--- src/rtl/train_seq_if.sv ---
// Neuron control and backprop handshake bundle between the epoch sequencer and its neighbours.
interface train_seq_if #(
    parameter int unsigned LOSS_W = 46
) ();
    logic [3:0]        target_i;
    logic [LOSS_W-1:0] loss_i;
    logic              zero_end_check_i;
    logic              bp_ack_i;
    logic              neuron_en_o;
    logic              zero_final_o;
    logic              zero_loss_o;
    logic              bp_req_o;

    modport master (
        input  target_i, loss_i, zero_end_check_i, bp_ack_i,
        output neuron_en_o, zero_final_o, zero_loss_o, bp_req_o
    );

    modport slave (
        output target_i, loss_i, zero_end_check_i, bp_ack_i,
        input  neuron_en_o, zero_final_o, zero_loss_o, bp_req_o
    );
endinterface

--- src/rtl/train_seq_ctrl.sv ---
// Epoch sequencer for the output neuron: clear, two forward cycles, convergence check,
// then a backprop req/ack handshake, repeated until converged, exhausted, timed out or aborted.
module train_seq_ctrl #(
    parameter int unsigned MAX_EPOCHS  = 16,
    parameter int unsigned LOSS_W      = 46,
    parameter int unsigned LOSS_THRESH = 0,
    parameter int unsigned BP_TIMEOUT  = 64
) (
    input  logic        clk_i,
    input  logic        rst_i,
    input  logic        start_i,
    input  logic        abort_i,
    train_seq_if.master nif,
    output logic        busy_o,
    output logic        done_o,
    output logic        converged_o,
    output logic        timeout_o,
    output logic [7:0]  epoch_o
);
    localparam int unsigned CNT_W = 8;

    typedef enum logic [2:0] {
        S_IDLE, S_CLEAR, S_FWD1, S_FWD2, S_CHECK, S_BP, S_DONE
    } state_e;

    state_e             state_q, state_d;
    logic [CNT_W-1:0]   epoch_q, epoch_d;
    logic [CNT_W-1:0]   wait_q, wait_d;
    logic               conv_q, conv_d;
    logic               tmo_q, tmo_d;
    logic               busy_q, busy_d;
    logic               done_q, done_d;
    logic               en_q, en_d;
    logic               zclr_q, zclr_d;
    logic               req_q, req_d;
    logic               loss_ok;

    // A zero target never updates loss, so it cannot converge through the loss path.
    assign loss_ok = (nif.target_i != 4'd0) && (nif.loss_i <= LOSS_W'(LOSS_THRESH));

    always_comb begin
        state_d = state_q;
        epoch_d = epoch_q;
        wait_d  = wait_q;
        conv_d  = conv_q;
        tmo_d   = tmo_q;

        case (state_q)
            S_IDLE: begin
                if (start_i) begin
                    state_d = S_CLEAR;
                    epoch_d = '0;
                    conv_d  = 1'b0;
                    tmo_d   = 1'b0;
                end
            end
            S_CLEAR: state_d = S_FWD1;
            S_FWD1:  state_d = S_FWD2;
            S_FWD2:  state_d = S_CHECK;
            S_CHECK: begin
                if (nif.zero_end_check_i || loss_ok) begin
                    state_d = S_DONE;
                    conv_d  = 1'b1;
                end else if (epoch_q == CNT_W'(MAX_EPOCHS - 1)) begin
                    state_d = S_DONE;
                    conv_d  = 1'b0;
                end else begin
                    state_d = S_BP;
                    wait_d  = '0;
                end
            end
            S_BP: begin
                if (nif.bp_ack_i) begin
                    state_d = S_CLEAR;
                    epoch_d = epoch_q + CNT_W'(1);
                end else if (wait_q == CNT_W'(BP_TIMEOUT - 1)) begin
                    state_d = S_DONE;
                    tmo_d   = 1'b1;
                end else begin
                    wait_d  = wait_q + CNT_W'(1);
                end
            end
            S_DONE:  state_d = S_IDLE;
            default: state_d = S_IDLE;
        endcase

        // Abort overrides every decision above while a run is in progress.
        if (abort_i && (state_q != S_IDLE) && (state_q != S_DONE)) begin
            state_d = S_IDLE;
            epoch_d = epoch_q;
            conv_d  = 1'b0;
            tmo_d   = 1'b0;
        end

        busy_d = (state_d != S_IDLE);
        done_d = (state_d == S_DONE);
        en_d   = (state_d == S_FWD1) || (state_d == S_FWD2);
        zclr_d = (state_d == S_CLEAR);
        req_d  = (state_d == S_BP);
    end

    always_ff @(posedge clk_i) begin
        if (!rst_i) begin
            state_q <= S_IDLE;
            epoch_q <= '0;
            wait_q  <= '0;
            conv_q  <= 1'b0;
            tmo_q   <= 1'b0;
            busy_q  <= 1'b0;
            done_q  <= 1'b0;
            en_q    <= 1'b0;
            zclr_q  <= 1'b0;
            req_q   <= 1'b0;
        end else begin
            state_q <= state_d;
            epoch_q <= epoch_d;
            wait_q  <= wait_d;
            conv_q  <= conv_d;
            tmo_q   <= tmo_d;
            busy_q  <= busy_d;
            done_q  <= done_d;
            en_q    <= en_d;
            zclr_q  <= zclr_d;
            req_q   <= req_d;
        end
    end

    assign busy_o           = busy_q;
    assign done_o           = done_q;
    assign converged_o      = conv_q;
    assign timeout_o        = tmo_q;
    assign epoch_o          = epoch_q;
    assign nif.neuron_en_o  = en_q;
    assign nif.zero_final_o = zclr_q;
    assign nif.zero_loss_o  = zclr_q;
    assign nif.bp_req_o     = req_q;
endmodule

--- src/flat_wrapper.sv ---
// flat-port wrapper written by rule: the top's interface ports become plain ports
module train_seq_ctrl_flat 
#(
    parameter int unsigned MAX_EPOCHS  = 16,
    parameter int unsigned LOSS_W      = 46,
    parameter int unsigned LOSS_THRESH = 0,
    parameter int unsigned BP_TIMEOUT  = 64
)
  (clk_i, rst_i, start_i, abort_i, busy_o, done_o, converged_o, timeout_o, epoch_o, nif_target_i, nif_loss_i, nif_zero_end_check_i, nif_bp_ack_i, nif_neuron_en_o, nif_zero_final_o, nif_zero_loss_o, nif_bp_req_o);
  train_seq_if #(.LOSS_W(LOSS_W)) nif_i ();
  input  logic clk_i;
  input  logic rst_i;
  input  logic start_i;
  input  logic abort_i;
  output logic busy_o;
  output logic done_o;
  output logic converged_o;
  output logic timeout_o;
  output logic [7:0] epoch_o;
  input wire logic [$bits(nif_i.target_i)-1:0] nif_target_i;
  input wire logic [$bits(nif_i.loss_i)-1:0] nif_loss_i;
  input wire logic [$bits(nif_i.zero_end_check_i)-1:0] nif_zero_end_check_i;
  input wire logic [$bits(nif_i.bp_ack_i)-1:0] nif_bp_ack_i;
  output wire logic [$bits(nif_i.neuron_en_o)-1:0] nif_neuron_en_o;
  output wire logic [$bits(nif_i.zero_final_o)-1:0] nif_zero_final_o;
  output wire logic [$bits(nif_i.zero_loss_o)-1:0] nif_zero_loss_o;
  output wire logic [$bits(nif_i.bp_req_o)-1:0] nif_bp_req_o;
  assign nif_i.target_i = nif_target_i;
  assign nif_i.loss_i = nif_loss_i;
  assign nif_i.zero_end_check_i = nif_zero_end_check_i;
  assign nif_i.bp_ack_i = nif_bp_ack_i;
  assign nif_neuron_en_o = nif_i.neuron_en_o;
  assign nif_zero_final_o = nif_i.zero_final_o;
  assign nif_zero_loss_o = nif_i.zero_loss_o;
  assign nif_bp_req_o = nif_i.bp_req_o;
  train_seq_ctrl #(.MAX_EPOCHS(MAX_EPOCHS), .LOSS_W(LOSS_W), .LOSS_THRESH(LOSS_THRESH), .BP_TIMEOUT(BP_TIMEOUT)) u_core (.clk_i(clk_i), .rst_i(rst_i), .start_i(start_i), .abort_i(abort_i), .nif(nif_i), .busy_o(busy_o), .done_o(done_o), .converged_o(converged_o), .timeout_o(timeout_o), .epoch_o(epoch_o));
endmodule
--- config.mk ---
export PLATFORM = sky130hd
export DESIGN_NAME = train_seq_ctrl_flat
export DESIGN_NICKNAME = d
export VERILOG_FILES = /design/src/rtl/train_seq_if.sv /design/src/rtl/train_seq_ctrl.sv /design/src/flat_wrapper.sv
export SDC_FILE = /design/constraint.sdc
export NUM_CORES = 1
export LEC_CHECK = 0
export BUFFER_PORTS_ARGS = -buffer_cell sky130_fd_sc_hd__buf_2
export CAP_MARGIN = 20
export CORE_ASPECT_RATIO = 1.25
export CORE_MARGIN = 3
export CORE_UTILIZATION = 46
export DETAILED_ROUTE_END_ITERATION = 10
export GPL_ROUTABILITY_DRIVEN = 0
export PLACE_DENSITY = 0.86
export SLEW_MARGIN = 20
export SYNTH_ARGS = -nofsm -noshare
export SYNTH_HDL_FRONTEND = slang
export SYNTH_SLANG_ARGS = --single-unit
--- constraint.sdc ---
create_clock -name clk_i -period 2.4 [get_ports clk_i]
set_clock_uncertainty 0.15 [all_clocks]
set_input_delay 0.24 -clock clk_i [delete_from_list [all_inputs] [get_ports clk_i]]
set_output_delay 0.24 -clock clk_i [all_outputs]
set_load 0.05 [all_outputs]
# Word-level counts from Yosys, hierarchy flattened
# Cells that the tools add are included.
[classes] n_addsub=2 n_lt_le_gt_ge=1 n_eq_ne=21 muxes=22 bitwise=2 n_reduce_logical=17
[ops] operator="2-to-1 mux 8 bit" n=6
[ops] operator="less-or-equal comparator 46 x 1 -> 1 bit (second input constant)" n=1
[ops] operator="case mux 8 bit (2 select lines)" n=2
[ops] operator="case mux 3 bit (6 select lines)" n=1
[ops] operator="adder 8 x 1 -> 8 bit (second input constant)" n=2
[ops] operator="2-to-1 mux 3 bit" n=5
[ops] operator="== test 3 x 2 -> 1 bit (second input constant)" n=4
[ops] operator="== test 3 bit (second input constant)" n=4
[ops] operator="inequality test 2 bit (second input constant)" n=6
[ops] operator="== test 8 x 4 -> 1 bit (second input constant)" n=1
[ops] operator="== test 8 x 6 -> 1 bit (second input constant)" n=1
[ops] operator="AND reduction 4 bit" n=2
[ops] operator="== test 3 x 1 -> 1 bit (second input constant)" n=2
[ops] operator="nonzero test 2 bit" n=3
[ops] operator="nonzero test 3 bit" n=2
[ops] operator="2-to-1 mux 1 bit" n=5
[ops] operator="AND reduction 5 bit" n=1
[ops] operator="case mux 1 bit (2 select lines)" n=2
[ops] operator="nonzero test 4 bit" n=1
[ops] operator="logical AND 1 bit" n=3
[ops] operator="zero test 3 bit" n=1
[ops] operator="inequality test 3 x 1 -> 1 bit (second input constant)" n=1
[ops] operator="inequality test 3 bit (second input constant)" n=1
[ops] operator="AND reduction 3 bit" n=1
[ops] operator="5 further kinds" n=7
[totals] ff_bits=26 input_bits=56 out_inout_bits=16 word_cells=75

# Longest topological paths before layout
[depth] word_depth=8 depth_mapped=7 depth_no_buf=6

# Worst setup path after synthesis
# OpenSTA, ideal clock, no wires.
[synth_timing] path_type="reg2reg" start="reg u_core.epoch_q[4], in the netlist u_core.epoch_o[4]" end="reg u_core.wait_q[0]" t_arrival_ns=1.767 required_ns=2.112 path_slack_ns=0.345 stages_incl_launch_ff=7 path_buffers=1 period_less_slack_ns=2.055 cell_sequence="dfxtp_1 > nor4_1 > a31oi_4 > a21oi_2 > buf_6 > or3_1 > a21oi_1"
[synth_via] elab_chain_cells=3
[synth_rtl] element="from (decl)" line_no="train_seq_ctrl.sv:27" rtl="logic [CNT_W-1:0] epoch_q, epoch_d;"
[synth_rtl] element="from (signal assigned)" line_no="train_seq_ctrl.sv:116" rtl="epoch_q <= epoch_d;"
[synth_rtl] element="== test 8 x 4 -> 1 bit" line_no="train_seq_ctrl.sv:64" rtl="end else if (epoch_q == CNT_W'(MAX_EPOCHS - 1)) begin"
[synth_rtl] element="inequality test 2 bit (no line)"
[synth_rtl] element="AND reduction 5 bit (no line)"
[synth_rtl] element="to (signal assigned)" line_no="train_seq_ctrl.sv:117" rtl="wait_q <= wait_d;"
[synth_rtl] element="to (decl)" line_no="train_seq_ctrl.sv:28" rtl="logic [CNT_W-1:0] wait_q, wait_d;"
# No other way between the ends.
# A chain may end at the register's enable or synchronous reset.

# Worst setup path after layout
[layout_timing] start="reg u_core.state_q[0]" end="reg u_core.wait_q[6]"
[layout_via] elab_chain_cells=3
[layout_rtl] element="from (decl)" line_no="train_seq_ctrl.sv:26" rtl="state_e state_q, state_d;"
[layout_rtl] element="from (signal assigned)" line_no="train_seq_ctrl.sv:115" rtl="state_q <= state_d;"
[layout_rtl] element="== test 3 bit" line_no="train_seq_ctrl.sv:48" rtl="case (state_q)"
[layout_rtl] element="inequality test 2 bit (no line) / nonzero test 2 bit (equally long branches)"
[layout_rtl] element="AND reduction 5 bit (no line)"
# Parallel ways exist; a longest one is shown, timed or not.

==> impl_metrics.yaml <==
placed_design:
  dp_slack_ps: 280
  port_buffers: 71
  dpl.hpwl_mm: 3.00
yosys:
  seq_area_frac_synth_pct: 34.8
  synth-main-ff-cell: "dfxtp_1"
  syn_area_sq_mm: 0.00149
  synthesis.nets: 240
  syn_area_per_cell_sq_um: 8.21
  yosys.area.top_type: "dfxtp_1"
  synth_warnings: 0
  synth-edff-count: 0
  synth_top_area_share_pct: 34.8
  syn_inst: 182
  synthArstFlopShare_pct: 0
  synthDistinctLibCells: 42
  ys_top_cells_by_area: "dfxtp_1, nor4_1, nor2_1"
  ys_seq_elements: 26
drt:
  vias_per_cell: 5.71
  ant_nets: 0
  wl_per_cell_um: 12.8
  drtPass1Iterations: 4
  met3_length_um: 200
  vias: 1672
  met2WireLength_mm: 2.02
  top_layer: "met4"
  drt-initial-drc-count: 25
  met1_length_mm: 1.47
  drc_errors: 0
  drt_wl_total_mm: 3.74
cells_and_area:
  areaGrowthSynthToFinish_pct: 29.7
  final_common_cell: "buf_2"
  nets: 317
  multi_input_area_sq_um: 893
  fill_cells: 290
  final_cell_mix: "buf_2, dfxtp_1, nor2_1"
  seq_area_sq_um: 520
  n_antenna_cell: 0
  drive_gt1_share_pct: 34.6
worst_hold_path:
  hold_depth: 3
  min_path_type: "in -> reg"
  min_to: "u_core.timeout_o"
  min_from: "rst_i"
power:
  ir_drop_mv: 0.283
  switchingPower_uw: 202
  leakage_nw: 0.866
  power_frac_comb_pct: 17.5
  clkPwrFrac_pct: 24.5
  internal-power_uw: 556
  p_per_area_mw_per_mm2: 391
  pwr-share-seq_pct: 58.0
  swShare_pct: 26.7
floorplanning:
  rows: 22
  die_w_um: 57.0
  dieArea_sq_mm: 0.00397
  die_h_um: 69.7
  io_pins: 72
  initial_core_util_pct: 49.3
  coreArea_sq_mm: 0.00303
cts:
  post_cts_buffers: 0
  htreeDepth: 1
  cts_resized: 0
  clock_path_buffers: 2
  cts_root_buf: "clkbuf_4"
  clock_latency_ps: 320
  cts-buffers-inserted: 3
  clk_pin_slew_worst_paths_ps: 130
  cts_hold_buffers: 0
  cts_tree: "yes"
  clkSinkCount: 26
grt:
  grt_max_degree: 19
  grt_pass1_wl_mm: 6.26
  grt_overflow_total: 0
  grt_pass1_vias: 1563
  antenna_found_initial: 0
  grt.total_usage_pct: 18.8
sta:
  finalMaxSlewViolations: 0
  setup_viol: 0
  fmax_ghz: 0.472
  tightest_slew_ps: 394
  rsz0062_at_grt: "false"
  fin_setup_tns_ps: 0
  relSlewSlack_pct: 73.6
  setup_slack_ps: 281
  hold_violations: 0
  fin_crit_ps: 2120
  finalCritPeriodShare_pct: 88.3
worst_setup_path:
  end_kind: "register"
  cp.arrival_ps: 2230
  crit_type: "reg -> reg"
  reg2reg_to: "u_core.wait_q[6]"
  rr_worst_depth: 6
  r2r-start: "u_core.state_q[0]"
  crit_path_start_kind: "register"
  cp_data_required_time_ps: 2510
  path_max_fanout: 10
  r2r_slack_ps: 280
flow_run:
  drv_cap: 0
run_status:
  run_status: "complete, no violations"
layer usage:
layer,global-route usage [%],vias up
met2,35.1,48
met4,5.67,0
met3,2.42,7
li1,-,835
met1,21.5,782
met5,0,-
kinds of logic (layout without fill, tap and decap cells):
kind of cell | Yosys count | after routing | synth area share (%)
AND/OR/NAND/NOR | 89 | 89 | 35.1
AO/OA/AOI/OAI | 42 | 42 | 18.8
flip-flops | 26 | 26 | 34.8
buffers and inverters | 16 | 91 | 5.36
XOR/XNOR | 6 | 6 | 3.52
adder cells (fa/ha/maj) | 2 | 2 | 1.67
multiplexers | 1 | 1 | 0.670
sequential cells by signal, summed over array words and instances, names as in the netlist:
name                     count
u_core.epoch_o               8
u_core.wait_q                8
u_core.state_q               3
u_core.busy_o                1
u_core.converged_o           1
u_core.done_o                1
u_core.nif.bp_req_o          1
u_core.nif.neuron_en_o       1
u_core.nif.zero_final_o      1
u_core.timeout_o             1
synthesized netlist by cell type, drive strengths merged, types with 6 or more instances:
| master | instances |
|---|---|
| o31ai | 8 |
| nand4 | 8 |
| dfxtp | 26 |
| or4 | 7 |
| nand3 | 9 |
| nor4 | 13 |
| nand2 | 9 |
| nor2 | 17 |
| o21ai | 7 |
| a21oi | 14 |
| inv | 7 |
| xor2 | 6 |
power by group through the flow:
stage | sequential, mW | combinational [mW] | clock (mW)
final | 0.440 | 0.133 | 0.185
after floorplan | 0.465 | 0.0555 | 0
after CTS | 0.440 | 0.132 | 0.187
after global placement | 0.449 | 0.130 | 0
after detailed placement | 0.450 | 0.132 | 0
after global routing | 0.441 | 0.146 | 0.209
layout make-up:
class | count | share of cell area, %
clock buffer | 3 | 1.16
timing repair buffer | 81 | 22.2
sequential | 26 | 26.9
tap | 36 | 2.32
inverter | 7 | 1.36
multi-input combinational | 140 | 46.1
worst max path at each step:
stage	from	end	slack, ps	cells past startpoint
after floorplan	u_core.epoch_o[4]	u_core.wait_q[0]	340	6
after global placement	nif_target_i[1]	u_core.wait_q[3]	320	7
after detailed placement	nif_target_i[1]	u_core.wait_q[7]	280	7
after CTS	u_core.state_q[0]	u_core.wait_q[6]	290	6
after global routing	u_core.state_q[0]	u_core.done_o	130	7
final	u_core.state_q[0]	u_core.wait_q[6]	280	6
per-stage QoR:
step	power, mW	hold WS, ps	utilization (%)	instances	cell area (sq um)
2_1_floorplan	0.520	274	-	182	1490
3_3_place_gp	0.580	302	63.3	290	1920
3_5_place_dp	0.582	320	63.3	290	1920
4_1_cts	0.760	61.8	64.0	293	1940
5_1_grt	0.796	56.0	64.0	293	1940
6_report	0.758	76.6	64.0	293	1940
worst max-delay path: stages, from the launching register on:
cell,delay [ps]
dfxtp_1,340
or4b_4,550
a31oi_4,190
a21oi_2,100
buf_4,180
or4_1,390
a21oi_1,170
Note: power is estimated with default switching activity, not from simulation.
